## src/rtl/fft_pkg.sv

```systemverilog
// rtl/fft_pkg.sv - shared state encoding and helpers for the FFT sequencer
package fft_pkg;

    typedef enum logic [3:0] {
        IDLE,
        LOAD,
        READ_A,
        READ_B,
        WAIT_RD,
        MUL,
        ADDSUB,
        WRITE_A,
        WRITE_B,
        DONE,
        DUMP
    } state_t;

    // Reverse the low w bits of v; bits above w come back as zero.
    function automatic logic [31:0] bitrev(input logic [31:0] v, input int w);
        logic [31:0] r;
        r = '0;
        for (int i = 0; i < w; i++) begin
            r[i] = v[w-1-i];
        end
        return r;
    endfunction

    // Cycles spent on one butterfly: two reads, two writes, plus pipeline latencies.
    function automatic int calc_t(input int rd_lat, input int mul_lat, input int add_lat);
        return 4 + rd_lat + mul_lat + add_lat;
    endfunction

endpackage

```

## src/rtl/fft_agu.sv

```systemverilog
// rtl/fft_agu.sv - registered butterfly address and twiddle index generator
module fft_agu #(
    parameter int LOG2N = 4,
    parameter int SW    = 2
) (
    input  logic             clk_i,
    input  logic             rst_ni,
    input  logic [SW-1:0]    stage,
    input  logic [LOG2N-2:0] bfly,
    output logic [LOG2N-1:0] addr_a,
    output logic [LOG2N-1:0] addr_b,
    output logic [LOG2N-2:0] twiddle
);

    logic [LOG2N-1:0]   span;
    logic [LOG2N-1:0]   pos;
    logic [LOG2N-1:0]   grp;
    logic [LOG2N-1:0]   a_d;
    logic [2*LOG2N-2:0] tw_full;

    // pos < span, so shifting left by LOG2N-1 then right by stage loses no bits.
    always_comb begin
        span    = LOG2N'(1) << stage;
        pos     = {1'b0, bfly} & (span - LOG2N'(1));
        grp     = {1'b0, bfly} >> stage;
        a_d     = ((grp << stage) << 1) | pos;
        tw_full = {pos, {(LOG2N-1){1'b0}}} >> stage;
    end

    always_ff @(posedge clk_i or negedge rst_ni) begin
        if (!rst_ni) begin
            addr_a  <= '0;
            addr_b  <= '0;
            twiddle <= '0;
        end else begin
            addr_a  <= a_d;
            addr_b  <= a_d + span;
            twiddle <= tw_full[LOG2N-2:0];
        end
    end

endmodule

```

## src/rtl/fft_seq_ctrl.sv

```systemverilog
// rtl/fft_seq_ctrl.sv - in-place radix-2 DIT FFT sequencer over a single-port sample RAM
module fft_seq_ctrl
    import fft_pkg::*;
#(
    parameter int LOG2N   = 4,
    parameter int RD_LAT  = 1,
    parameter int MUL_LAT = 3,
    parameter int ADD_LAT = 1
) (
    input  logic                       clk_i,
    input  logic                       rst_ni,
    input  logic                       start_i,
    input  logic                       inverse_i,
    input  logic                       load_valid_i,
    output logic                       load_ready_o,
    input  logic                       read_ram_i,
    output logic [LOG2N-1:0]           mem_addr_o,
    output logic                       mem_re_o,
    output logic                       mem_we_o,
    output logic                       mem_sel_b_o,
    output logic [LOG2N-2:0]           twiddle_idx_o,
    output logic                       inverse_o,
    output logic                       mul_en_o,
    output logic                       addsub_en_o,
    output logic [$clog2(LOG2N)-1:0]   stage_o,
    output logic                       busy_o,
    output logic                       done_o
);

    localparam int SW = $clog2(LOG2N);
    localparam int WW = $clog2(calc_t(RD_LAT, MUL_LAT, ADD_LAT));
    localparam logic [LOG2N-2:0] LAST_BFLY  = '1;
    localparam logic [SW-1:0]    LAST_STAGE = SW'(LOG2N - 1);

    state_t           state_q, state_d;
    logic [LOG2N-1:0] cnt_q, cnt_d;
    logic [LOG2N-2:0] bfly_q, bfly_d;
    logic [SW-1:0]    stage_q, stage_d;
    logic [WW-1:0]    wait_q, wait_d;
    logic             inv_q, inv_d;
    logic [LOG2N-1:0] addr_a, addr_b;
    logic [LOG2N-2:0] twiddle;

    // The AGU registers the next counter values so its outputs line up with bfly_q/stage_q.
    fft_agu #(
        .LOG2N (LOG2N),
        .SW    (SW)
    ) u_agu (
        .clk_i   (clk_i),
        .rst_ni  (rst_ni),
        .stage   (stage_d),
        .bfly    (bfly_d),
        .addr_a  (addr_a),
        .addr_b  (addr_b),
        .twiddle (twiddle)
    );

    always_ff @(posedge clk_i or negedge rst_ni) begin
        if (!rst_ni) begin
            state_q <= IDLE;
            cnt_q   <= '0;
            bfly_q  <= '0;
            stage_q <= '0;
            wait_q  <= '0;
            inv_q   <= 1'b0;
        end else begin
            state_q <= state_d;
            cnt_q   <= cnt_d;
            bfly_q  <= bfly_d;
            stage_q <= stage_d;
            wait_q  <= wait_d;
            inv_q   <= inv_d;
        end
    end

    always_comb begin
        state_d = state_q;
        cnt_d   = cnt_q;
        bfly_d  = bfly_q;
        stage_d = stage_q;
        wait_d  = wait_q;
        inv_d   = inv_q;
        unique case (state_q)
            IDLE: begin
                if (read_ram_i) begin
                    state_d = DUMP;
                end else if (start_i) begin
                    state_d = LOAD;
                    inv_d   = inverse_i;
                end
            end
            LOAD: begin
                if (load_valid_i) begin
                    cnt_d = cnt_q + LOG2N'(1);
                    if (cnt_q == '1) state_d = READ_A;
                end
            end
            READ_A: state_d = READ_B;
            READ_B: begin
                state_d = WAIT_RD;
                wait_d  = WW'(RD_LAT - 1);
            end
            WAIT_RD: begin
                if (wait_q == '0) begin
                    state_d = MUL;
                    wait_d  = WW'(MUL_LAT - 1);
                end else begin
                    wait_d = wait_q - WW'(1);
                end
            end
            MUL: begin
                if (wait_q == '0) begin
                    state_d = ADDSUB;
                    wait_d  = WW'(ADD_LAT - 1);
                end else begin
                    wait_d = wait_q - WW'(1);
                end
            end
            ADDSUB: begin
                if (wait_q == '0) state_d = WRITE_A;
                else              wait_d  = wait_q - WW'(1);
            end
            WRITE_A: state_d = WRITE_B;
            WRITE_B: begin
                state_d = READ_A;
                if (bfly_q != LAST_BFLY) begin
                    bfly_d = bfly_q + (LOG2N-1)'(1);
                end else if (stage_q != LAST_STAGE) begin
                    bfly_d  = '0;
                    stage_d = stage_q + SW'(1);
                end else begin
                    bfly_d  = '0;
                    stage_d = '0;
                    state_d = DONE;
                end
            end
            DONE: state_d = IDLE;
            DUMP: begin
                if (read_ram_i) begin
                    cnt_d = cnt_q + LOG2N'(1);
                end else begin
                    cnt_d   = '0;
                    state_d = IDLE;
                end
            end
            default: state_d = IDLE;
        endcase
    end

    always_comb begin
        load_ready_o  = (state_q == LOAD);
        mem_re_o      = (state_q == READ_A) || (state_q == READ_B) || (state_q == DUMP);
        mem_we_o      = ((state_q == LOAD) && load_valid_i) ||
                        (state_q == WRITE_A) || (state_q == WRITE_B);
        mem_sel_b_o   = (state_q == READ_B) || (state_q == WRITE_B);
        mul_en_o      = (state_q == MUL);
        addsub_en_o   = (state_q == ADDSUB);
        busy_o        = (state_q != IDLE);
        done_o        = (state_q == DONE);
        inverse_o     = inv_q;
        stage_o       = stage_q;
        twiddle_idx_o = (state_q inside {READ_A, READ_B, WAIT_RD, MUL, ADDSUB, WRITE_A, WRITE_B})
                        ? twiddle : '0;
        unique case (state_q)
            LOAD:             mem_addr_o = LOG2N'(bitrev(32'(cnt_q), LOG2N));
            READ_A, WRITE_A:  mem_addr_o = addr_a;
            READ_B, WRITE_B:  mem_addr_o = addr_b;
            DUMP:             mem_addr_o = cnt_q;
            default:          mem_addr_o = '0;
        endcase
    end

endmodule

```

## config.mk

```make
export PLATFORM = sky130hd
export DESIGN_NAME = fft_seq_ctrl
export DESIGN_NICKNAME = d
export VERILOG_FILES = /design/src/rtl/fft_pkg.sv /design/src/rtl/fft_agu.sv /design/src/rtl/fft_seq_ctrl.sv
export SDC_FILE = /design/constraint.sdc
export NUM_CORES = 1
export LEC_CHECK = 0
export CORE_MARGIN = 4
export CORE_UTILIZATION = 30
export DETAILED_ROUTE_END_ITERATION = 16
export GPL_ROUTABILITY_DRIVEN = 0
export HOLD_SLACK_MARGIN = 0.02
export PLACE_DENSITY = 0.61
export SYNTH_ARGS = -nofsm -noshare
export SYNTH_HDL_FRONTEND = slang
export SYNTH_SLANG_ARGS = --single-unit
```

## constraint.sdc

```tcl
create_clock -name clk_i -period 2.95 [get_ports clk_i]
set_clock_uncertainty 0.15 [all_clocks]
set_input_delay 0.59 -clock clk_i [delete_from_list [all_inputs] [get_ports clk_i]]
set_output_delay 0.59 -clock clk_i [all_outputs]
set_load 0.01 [all_outputs]
```

* Word level (Yosys, flattened, before mapping) *
Cells that the tools add are included.

storage, ports and cells
  logic and storage cells = 86
  register bits after elaboration = 29

operators by class
  $add $sub $neg = 6
  mux-type cells = 25
  bitwise operators = 3
  reductions and logical operators = 18
  equality and inequality tests = 21
  shift-type cells = 4

operators by type and width
  operator             number
  $mux 4               15
  $pmux 4 s10          1
  $pmux 4 s4           2
  $eq 4x3->1 const B   4
  $eq 4x4->1 const B   4
  $ne 2x2->1 const B   5
  $mux 3               3
  $eq 4x2->1 const B   2
  $logic_not 4->1      2
  $pmux 4 s2           1
  $reduce_bool 4->1    2
  $sub 4x1->4 const B  2
  $reduce_and 7->1     1
  $reduce_bool 7->1    1
  $shr 7x2->3          1
  $mux 2               3
  $ne 2x1->1 const B   3
  $ne 3x3->1 const B   2
  $logic_or 1x1->1     5
  $add 4x1->4 const B  1
  $add 4x4->4          1
  $and 3x4->4          1
  $eq 4x1->1 const B   1
  $or 4x4->4           1
  other kinds (11)     13

* Depth between registers and ports, before layout *
  word-level depth = 9
  mapped depth = 10
  gate-level depth less buffers = 9

* Modules after synthesis *
From an unflattened synthesis, not the netlist that was laid out.

unflattened totals
  cell total of the unflattened synthesis = 195
  area, all modules = 1908.1 um^2

modules (own cells, without submodules)
  module        cells each  seq. area each (um^2)  times used  area each (um^2)
  fft_seq_ctrl  158         450.4                  1           1421.4
  fft_agu       37          275.3                  1           486.7

* Least setup slack after synthesis *
Ideal clock, no wire load.

  kind = register to register
  start point = reg state_q[1]
  end point = reg u_agu.addr_b[2]
  data required time = 2.677 ns
  cell stages (with the launch flop) = 9
  path slack = 0.179 ns
  clock period less this slack = 2.771 ns
  setup time = 0.123 ns
  arrival = 2.498 ns
  cells stage by stage = dfrtp_1 buf_6 or4b_4 buf_6 nor2_8 mux2i_2 o22ai_1 fa_1 xor2_1

between the ends
  longest elaborated chain between the ends = 7

ends and longest elaborated chain
  what                      RTL line            text
  start: declaration        fft_seq_ctrl.sv:35  state_t state_q, state_d;
  start signal: assignment  fft_seq_ctrl.sv:67  state_q <= state_d;
  $eq 4x4->1 (*)            fft_seq_ctrl.sv:83  unique case (state_q)
  $mux 2                    fft_seq_ctrl.sv:83
  $shl 1x2->4               fft_agu.sv:23       span = LOG2N'(1) << stage;
  $sub 4x1->4               fft_agu.sv:24       pos = {1'b0, bfly} & (span - LOG2N'(1));
  $and 3x4->4               fft_agu.sv:24
  $or 4x4->4 (*)            fft_agu.sv:26       a_d = ((grp << stage) << 1) | pos;
  net u_agu.a_d[1]          fft_agu.sv:18       logic [LOG2N-1:0] a_d;
  $add 4x4->4 (*)           fft_agu.sv:37       addr_b <= a_d + span;
  end signal: assignment    fft_agu.sv:37
  end: declaration          fft_agu.sv:11       output logic [LOG2N-1:0] addr_b,

Mark *: on every way through the listed nets, which the timed path passes. The rest lies on a longest branch.
A chain may end at the register's enable or synchronous reset.

* Final worst setup path *
  start point = reg state_q[3]
  end point = out addsub_en_o

between the ends
  longest elaborated chain between the ends = 1

ends and longest elaborated chain
  what              RTL line             text
  $eq 4x3->1        fft_seq_ctrl.sv:157  addsub_en_o = (state_q == ADDSUB);
  end: declaration  fft_seq_ctrl.sv:24   output logic addsub_en_o,

No other way between the ends.

==> impl_results.md <==
- Routed via count: 1490
- Root buffer cell: clkbuf_8
- Hold path depth: 1
- Tot Pwr: 0.00218 W
- DP Worst Slack: 0.171 ns
- Static Leakage: 1.07 nW
- Post-synth EDFFs: 0
- Most common cell after layout, fill and taps aside: dfrtp_1
- Total CTS buffers: 5
- Final Max Slew Viols: 0
- Hold crit path type: reg2reg
- Vias in the first global route: 1410
- Core Area: 5610 um^2
- Pwr dens: 958 nW/um^2
- Final WL: 3.88 mm
- Crit path arrival time: 2.15 ns
- Slew @ Worst Pin: 0.559 ns
- Setup crit start kind: flip-flop
- Cell Rows: 27
- Final routed DRC violation total: 0
- Clock buffer depth: 2
- Global-route wire length before repair: 6.61 mm
- Largest net degree at the start of global routing: 30
- GRT busiest layer: met2
- Die area: 7200 um^2
- Maximum vdd ir drop: 0.000309 V
- Layout cells sized above 1: 15.1%
- Post-DR wirelength/cell: 13.1 um
- Setup Viol. Count Final: 0
- Clock Pin Slew Worst Setup and Hold Paths: 0.06 ns
- Syn_nets: 204
- Final design utilization: 40.5%
- # port buffers: 23
- First-pass detailed-route iteration total: 4
- Final hold viol count: 0
- Mapped Cells: 189
- CP endpoint kind: output pin
- Cell variety after synth: 47
- Routed Antenna Nets: 0
- IO Pins: 24
- Synth top area cells: dfrtp_1 41%, ha_1 5.6%, nand2_1 4.9%
- Setup WS post-layout: 0.0617 ns
- Syn-to-layout area delta: 28.3%
- Initial core utilization: 31.6%
- Crit path max fanout: 9
- Hold_buf cts: 0
- CTS tree: built
- FFs w/ async S/R, synth: 100%
- Yosys warning total: 0
- Clk_lat worst skew: 0.28 ns
- Sequential element share of the synthesized area: 41.0%
- RSZ-0062 raised after global routing: yes
- Clock sink count: 29
- Hpwl dp: 2.90 mm
- Max Clock Freq: 346 MHz
- GR Util met2: 18.5%
- Antenna cells: 0
- Die Span Y: 84.9 um
- Routing usage on met3: 3.69%
- Max-Cap Viols: 0
- Grt total ovfl: 0
- Worst Path Required: 2.21 ns
- Predominant post-synthesis flop cell: dfrtp_1
- Post-synthesis cell area: 1770 um^2
- Yosys top cell area share: 41.0%
- Crit Path Class: reg2out
- Most frequent cells in the layout: 29 x dfrtp_1, 23 x nand2_1, 21 x clkdlybuf4s50_1
- Met1 Resource Use GR: 14.4%
- Max_slew headroom: 62.7%
- Top cell type by total area after synthesis: dfrtp_1
- Minimum clock period: 2.89 ns
- Die X: 84.9 um
- Via density: 5.02
- Initial antenna violation count: 0
- Depth of the CTS H-tree: 2
- Gr usage total: 11.5%
- Number of synthesized register bits: 29
- Outcome: finished, final reports clean
- Final period utilization: 97.9%
- FF-to-FF path depth: 6
- Initial drt markers: 85
- Syn_area_per_cell: 9.37 um^2
- Final net count: 239
layout make-up:
| type | instances | area, um^2 |
|---|---|---|
| Clock buffer | 7 | 86.3 |
| Clock inverter | 1 | 30.0 |
| Fill cell | 556 | 3330 |
| Inverter | 8 | 35.0 |
| Multi-Input combinational cell | 144 | 970 |
| Sequential cell | 29 | 726 |
| Tap cell | 72 | 90.1 |
| Timing Repair Buffer | 36 | 337 |
cell usage after synthesis, drive strengths merged, types with 4 or more instances:
library cell	count
ha	8
clkbuf	4
a222oi	4
dfrtp	29
xor2	5
o21ai	4
nand2	23
nor2	17
buf	4
nor3	9
a21o	4
inv	7
nor2b	4
a21oi	18
layer usage:
layer / routed length (um) / up-vias
met1: 1740 / 701
li1: - / 752
met5: 0 / -
met4: 56 / 0
met2: 1820 / 30
met3: 256 / 7
sequential cells by signal, summed over array words and instances, names as in the netlist:
name           cells
cnt_q              4
state_q            4
u_agu.addr_a       4
u_agu.addr_b       4
wait_q             4
bfly_q             3
u_agu.twiddle      3
stage_o            2
inverse_o          1
kinds of logic after synthesis:
kind of cell,count (synthesis),share of synthesized area (%)
simple gates,77,23.8
buf+inv,16,4.66
compound gates,46,17.2
other cells,1,0.212
mux,5,3.39
xor+xnor,6,2.97
flops,29,41.0
fa+ha+maj,9,6.78
where the power goes:
group | leakage, nW | internal (W) | total (W) | switching [W]
Sequential | 0.373 | 0.000531 | 0.000628 | 0.0000969
Clock | 0.0585 | 0.000275 | 0.000420 | 0.000145
Combinational | 0.635 | 0.000523 | 0.00113 | 0.000607
final timing paths:
path                                   end       start  slack, ns
max                            addsub_en_o  state_q[3]       0.06
max in group asynchronous  u_agu.addr_a[0]      rst_ni       1.83
min in group asynchronous        wait_q[0]      rst_ni       0.54
min reg2reg                      wait_q[0]   wait_q[0]       0.34
max reg2reg                u_agu.addr_b[1]  state_q[1]       0.16
min                              wait_q[0]   wait_q[0]       0.34
what timing repair did:
| action | CTS | global route |
|---|---|---|
| setup endpoints to repair | 3 | 9 |
| setup buffers | 0 | 1 |
| resized for setup | 1 | 6 |
stage by stage:
stage               std cells  TNS [ns]  hold WS, ns  instance area, um^2
floorplan                 189         0        0.144                 1770
global placement          288         0        0.337                 2130
detailed placement        288         0        0.336                 2130
CTS                       296         0        0.345                 2250
global route              297    -0.100        0.368                 2270
finish                    297         0        0.342                 2270
critical path: stages (launching register included):
cell	delay, ns
dfrtp_1	0.38
buf_4	0.17
buf_4	0.16
nand2b_1	0.23
nor3_1	0.32
clkdlybuf4s50_1	0.61
Power figures use the tool's default switching activity.
